===== config.mk =====
export PLATFORM = sky130hd
export DESIGN_NAME = aes_round_ctrl
export DESIGN_NICKNAME = d
export VERILOG_FILES = /design/src/rtl/aes_round_ctrl.sv
export SDC_FILE = /design/constraint.sdc
export NUM_CORES = 1
export LEC_CHECK = 0
export ABC_AREA = 1
export CORE_UTILIZATION = 44
export CTS_CLUSTER_SIZE = 14
export DETAILED_ROUTE_END_ITERATION = 12
export PLACE_DENSITY = 0.88
export SLEW_MARGIN = 20
export SYNTH_ARGS = -nofsm -noshare
export SYNTH_HDL_FRONTEND = slang
export SYNTH_SLANG_ARGS = --single-unit

===== constraint.sdc =====
create_clock -name clk -period 2.1 [get_ports clk]
set_clock_uncertainty 0.2 [all_clocks]
set_input_delay 0.525 -clock clk [delete_from_list [all_inputs] [get_ports clk]]
set_output_delay 0.525 -clock clk [all_outputs]
set_load 0.01 [all_outputs]

===== src/rtl/aes_round_ctrl.sv =====
// Column/round sequencer for the 32-bit-per-cycle AES datapath.
// Optional abort port pair enabled by AES_ROUND_CTRL_ABORT_EN.
module aes_round_ctrl #(
    parameter int NR    = 10,
    parameter int IDX_W = 6
) (
    input  logic             clk,
    input  logic             reset,
    input  logic             start,
    input  logic             key_ready,
`ifdef AES_ROUND_CTRL_ABORT_EN
    input  logic             abort,
    output logic             aborted,
`endif
    output logic             busy,
    output logic             done,
    output logic [3:0]       round,
    output logic [2:0]       col_sel,
    output logic             key_req,
    output logic [IDX_W-1:0] key_word_idx,
    output logic             load_state,
    output logic             mix_bypass,
    output logic             xor_en,
    output logic             state_wb
);

    typedef enum logic [2:0] {
        IDLE,
        REQ,
        XOR,
        WB,
        DONE
    } state_t;

    localparam logic [3:0] LAST = 4'(NR);

    state_t     state;
    logic [3:0] round_q;
    logic [1:0] col_q;
    logic       abort_hit;

`ifdef AES_ROUND_CTRL_ABORT_EN
    assign abort_hit = abort &&
                       (state == REQ || state == XOR || state == WB);

    always_ff @(posedge clk or posedge reset) begin
        if (reset) begin
            aborted <= 1'b0;
        end else begin
            aborted <= abort_hit;
        end
    end
`else
    assign abort_hit = 1'b0;
`endif

    always_ff @(posedge clk or posedge reset) begin
        if (reset) begin
            state   <= IDLE;
            round_q <= '0;
            col_q   <= '0;
        end else if (abort_hit) begin
            state   <= IDLE;
            round_q <= '0;
            col_q   <= '0;
        end else begin
            unique case (state)
                IDLE: begin
                    if (start) begin
                        state   <= REQ;
                        round_q <= '0;
                        col_q   <= '0;
                    end
                end
                REQ: begin
                    if (key_ready) begin
                        state <= XOR;
                    end
                end
                XOR: begin
                    if (col_q == 2'd3) begin
                        state <= WB;
                    end else begin
                        col_q <= col_q + 2'd1;
                        state <= REQ;
                    end
                end
                WB: begin
                    if (round_q == LAST) begin
                        state <= DONE;
                    end else begin
                        round_q <= round_q + 4'd1;
                        col_q   <= '0;
                        state   <= REQ;
                    end
                end
                DONE: begin
                    state <= IDLE;
                end
                default: begin
                    state <= IDLE;
                end
            endcase
        end
    end

    // A 2-bit column counter keeps col_sel out of the 4..7 clear codes.
    assign col_sel      = {1'b0, col_q};
    assign round        = round_q;
    assign key_word_idx = IDX_W'({round_q, 2'b00}) + IDX_W'(col_q);
    assign busy         = (state != IDLE);
    assign key_req      = (state == REQ);
    assign xor_en       = (state == XOR);
    assign state_wb     = (state == WB);
    assign done         = (state == DONE);
    assign load_state   = (round_q == 4'd0);
    assign mix_bypass   = (round_q == LAST);

endmodule


=== Word level (Yosys, flattened, before mapping) ===
Cells that the tools add are included.

* Logic and storage cells: 36
* Flip-flop bits (word level): 9
* Output and inout port bits: 20

* Mux-type cells: 12
* Add/sub/neg operators: 3
* Eq/ne operators: 10
* Reduce and logical (&&, ||, !) cells: 8

{| class="wikitable"
|+ Operators with widths
! kind !! number
|-
| 3-bit one-hot mux with 4 select lines || 1
|-
| 3-bit two-way mux || 3
|-
| 2-bit two-way mux || 4
|-
| 4-bit two-way mux || 2
|-
| 2-bit != test (second input constant) || 4
|-
| 4-bit one-hot mux with 2 select lines || 1
|-
| 6-bit by 2-bit adder with 6-bit output || 1
|-
| 3-bit by 2-bit equality test with 1-bit output (second input constant) || 2
|-
| 2-bit one-hot mux with 3 select lines || 1
|-
| 3-bit nonzero test || 2
|-
| 4-bit by 1-bit adder with 4-bit output (second input constant) || 1
|-
| 4-bit equality test (second input constant) || 1
|-
| 4-bit logical NOT || 1
|-
| 4-bit AND reduction || 1
|-
| 3-bit by 1-bit equality test with 1-bit output (second input constant) || 1
|-
| 3-bit equality test (second input constant) || 1
|-
| 3-bit logical NOT || 1
|-
| 3-bit AND reduction || 1
|-
| 2-bit by 1-bit adder with 2-bit output (second input constant) || 1
|-
| 2-bit equality test (second input constant) || 1
|-
| 2-bit AND reduction || 1
|-
| 2-bit nonzero test || 1
|}

=== Longest topological paths before layout ===
* Depth after elaboration: 3
* Depth in mapped cells: 10

=== Worst setup path after synthesis ===
OpenSTA, ideal clock, no wires.

* Path kind: reg2out
* From: register round_q[0], in the netlist round[0]
* To: output mix_bypass
* Slack: 0.404 ns
* Stages on the path, launching flop included: 5
* Data arrival time: 0.971 ns
* Cell sequence: dfrtp_1 inv_1 ha_1 nand2_1 nor2_2

* Longest elaborated chain between the ends: 1

{| class="wikitable"
|+ RTL lines
! element !! RTL line !! RTL
|-
| start: declaration || 38 || <nowiki>logic [3:0] round_q;</nowiki>
|-
| start signal: assignment || 92 || <nowiki>round_q <= round_q + 4'd1;</nowiki>
|-
| 4-bit equality test || 117 || <nowiki>assign mix_bypass = (round_q == LAST);</nowiki>
|-
| end: declaration || 22 || <nowiki>output logic mix_bypass,</nowiki>
|}

No other way between the ends.

=== Worst setup path in the final report ===
* From: register state[0]
* To: output busy

* Longest elaborated chain between the ends: 1

{| class="wikitable"
|+ RTL lines
! element !! RTL line !! RTL
|-
| start: declaration || 37 || <nowiki>state_t state;</nowiki>
|-
| start signal: assignment || 59 || <nowiki>state <= IDLE;</nowiki>
|-
| start signal: assignment || 63 || <nowiki>state <= IDLE;</nowiki>
|-
| start signal: assignment || 70 || <nowiki>state <= REQ;</nowiki>
|-
| 3-bit nonzero test || 111 || <nowiki>assign busy = (state != IDLE);</nowiki>
|-
| end: declaration || 15 || <nowiki>output logic busy,</nowiki>
|}

No other way between the ends.

==> impl_metrics.py <==
metrics = {
    "run_status": {
        "status": "finished, final reports clean",
    },
    "grt": {
        "grt_pass1_wl_mm": 2.33,
        "first_global_vias": 587,
        "grtUsageTotal_pct": 17.5,
        "grt_max_degree": 10,
        "grt_overflow_total": 0,
        "grt_antenna_before_repair": 0,
    },
    "pwr": {
        "p_clk_share_pct": 12.0,
        "power.share.sequential_pct": 24.2,
        "p_per_area_nw_per_um2": 1160,
        "p_sw_share_pct": 43.7,
        "switching_power_uw": 499,
        "p_int_uw": 643,
        "p_leak_nw": 0.539,
        "power_frac_comb_pct": 63.8,
        "p_total_mw": 1.14,
        "peakVddDrop_mv": 0.700,
    },
    "logic_synthesis": {
        "yosys_warnings": 0,
        "ys_seq_elements": 9,
        "syn_nets": 99,
        "synth_seq_area_share_pct": 31.6,
        "syn_avg_cell_area_um2": 7.84,
        "netlist_instances": 91,
        "ys_types": 24,
        "synth_area_um2": 713,
    },
    "cts": {
        "clk_path_buf_depth": 2,
        "numCtsBuffers": 3,
        "cts-root-buf": "clkbuf_4",
        "cts_tree": "yes",
        "clkTransAtPathRegs_ps": 60,
        "hold_buffers": 0,
        "cts_sinks": 9,
        "clk_latency_ps": 270,
        "h-tree-depth": 1,
    },
    "cells_and_area": {
        "antenna_cells": 0,
        "fillers": 111,
        "syn_to_final_growth_pct": 38.4,
        "drive_above_1_share_pct": 29.2,
        "stdcell_area_um2": 987,
        "fin_util_pct": 65.5,
        "multiInputGateArea_um2": 364,
        "nets": 129,
        "final-seq-area_um2": 229,
    },
    "drt": {
        "vias_per_cell": 4.87,
        "vias": 662,
        "post-route-drc-count": 0,
        "ant_nets": 0,
        "wire_per_inst_um": 10.8,
        "drt_iter0_drc": 12,
        "routed_wl_mm": 1.47,
        "dr.pass1.iters": 4,
    },
    "sta": {
        "fin_crit_sh_pct": 97.1,
        "period_needed_ps": 2040,
        "rsz0062_at_grt": "false",
        "setup_viol": 0,
        "hold_viol": 0,
        "maxSlewViolCount": 0,
        "finalSetupTns_ps": 0,
        "fmax_ghz": 0.490,
        "finalHoldWorstSlack_ps": 310,
    },
    "floorplanning": {
        "ios": 24,
        "core_um2": 1510,
        "fp.dieH_um": 42.3,
        "num_rows": 14,
        "die_w_um": 42.3,
        "die_area_um2": 1790,
        "initial_core_util_pct": 47.3,
    },
    "critical_path": {
        "regToRegEndpoint": "col_q[1]$_DFFE_PP0P_",
        "r2r-start": "round[0]$_DFFE_PP0P_",
        "crit_fanout": 5,
        "cp.required_ps": 1370,
        "end_kind": "output port",
        "worstPathArrival_ps": 1310,
        "ff2ff_path_depth": 10,
        "r2r_slack_ps": 530,
        "critical_path_class": "reg -> out",
        "cp-start-kind": "register",
    },
    "placement": {
        "globalplace.congestion": 0.783,
        "port_buffers": 22,
        "dp_hpwl_mm": 1.14,
        "placed_area_um2": 923,
    },
    "min_path": {
        "hold_path.class": "in -> async",
    },
    "flow_run": {
        "maxCapViolCount": 0,
    },
}
stage by stage:
step,worst slack (ps),cells
6_report,60.9,136
3_3_place_gp,68.1,126
5_1_grt,15.8,136
3_5_place_dp,28.9,126
4_1_cts,20.1,136
2_1_floorplan,404,91
worst max path at each step:
| stage | start | end | slack [ps] |
|---|---|---|---|
| after floorplan | round[0]$_DFFE_PP0P_ | mix_bypass | 400 |
| after global placement | round[0]$_DFFE_PP0P_ | mix_bypass | 70 |
| after detailed placement | round[1]$_DFFE_PP0P_ | load_state | 30 |
| after CTS | round[1]$_DFFE_PP0P_ | key_word_idx[3] | 20 |
| after global routing | state[0]$_DFFE_PP0P_ | busy | 20 |
| final | state[0]$_DFFE_PP0P_ | busy | 60 |
cell type report:
type | instances | area share, %
Clock buffer | 4 | 2.66
Tap cell | 16 | 2.03
Multi-Input combinational cell | 60 | 36.9
Sequential cell | 9 | 23.2
Timing Repair Buffer | 34 | 30.0
Inverter | 13 | 5.20
sequential cells by signal (all words and copies together), names as in the netlist:
name	flops
round	4
state	3
col_q	2
kinds of logic (layout without fill, tap and decap cells):
family | Yosys count | in the layout | share of synthesized area, %
AO/OA/AOI/OAI | 9 | 9 | 6.49
adder cells (fa/ha/maj) | 4 | 4 | 7.02
buffers and inverters | 22 | 51 | 17.4
flip-flops | 9 | 9 | 31.6
other | 1 | 1 | 0.526
AND/OR/NAND/NOR | 46 | 46 | 37.0
what timing repair did:
action	in CTS	in global routing
setup buffers	6	0
setup endpoints to repair	9	3
cloned	0	0
gates resized for setup	11	5
layout by cell type, fill, tap and decap left out, types with 3 or more instances in the layout:
cell             synthesis  routed
buf_4                    7      12
o21ai_1                  5       5
clkdlybuf4s50_1          0      14
nor2_1                   6       6
inv_1                   10      10
dfrtp_1                  9       6
ha_1                     4       4
dfrtp_2                  0       3
nand2_2                  3       3
nand2_1                 20      20
clkbuf_4                 0       3
dlygate4sd2_1            0       5
nand3_1                  5       5
power by group through the flow:
stage | sequential [mW] | combinational [mW] | clock (mW)
final | 0.277 | 0.728 | 0.137
after CTS | 0.273 | 0.733 | 0.139
after floorplan | 0.272 | 0.465 | 0
after detailed placement | 0.299 | 0.680 | 0
after global placement | 0.294 | 0.661 | 0
after global routing | 0.283 | 0.797 | 0.144
worst max-delay path, stage by stage (launching register included):
cell and delay (ps):
dfrtp_2 430, buf_4 150, nor2_4 130, nand2_2 60, dlygate4sd2_1 280
Yosys cell counts:
master / count / area (um2)
nand2_1: 20 / 75.1
inv_1: 10 / 37.5
dfrtp_1: 9 / 225
buf_4: 7 / 52.6
nor2_1: 6 / 22.5
nand3_1: 5 / 25.0
o21ai_1: 5 / 25.0
ha_1: 4 / 50.1
inv_2: 3 / 11.3
nand2_2: 3 / 18.8
a21oi_1: 2 / 10.0
buf_6: 2 / 22.5
nand2_4: 2 / 22.5
nand4_1: 2 / 12.5
nor2_4: 2 / 22.5
conb_1: 1 / 3.75
nand3_2: 1 / 10.0
nand3_4: 1 / 17.5
nand3b_4: 1 / 20.0
nor2_2: 1 / 6.26
nor3_1: 1 / 5.00
o21ai_0: 1 / 5.00
o22ai_1: 1 / 6.26
or2_2: 1 / 6.26
per-layer routing:
layer	share of wire, %	GRT usage (%)
met3	4.4	3.88
met5	0	0
met2	48	28.3
met1	45	22.4
met4	1.8	7.50
No activity file was read; power rests on OpenSTA's default activity.
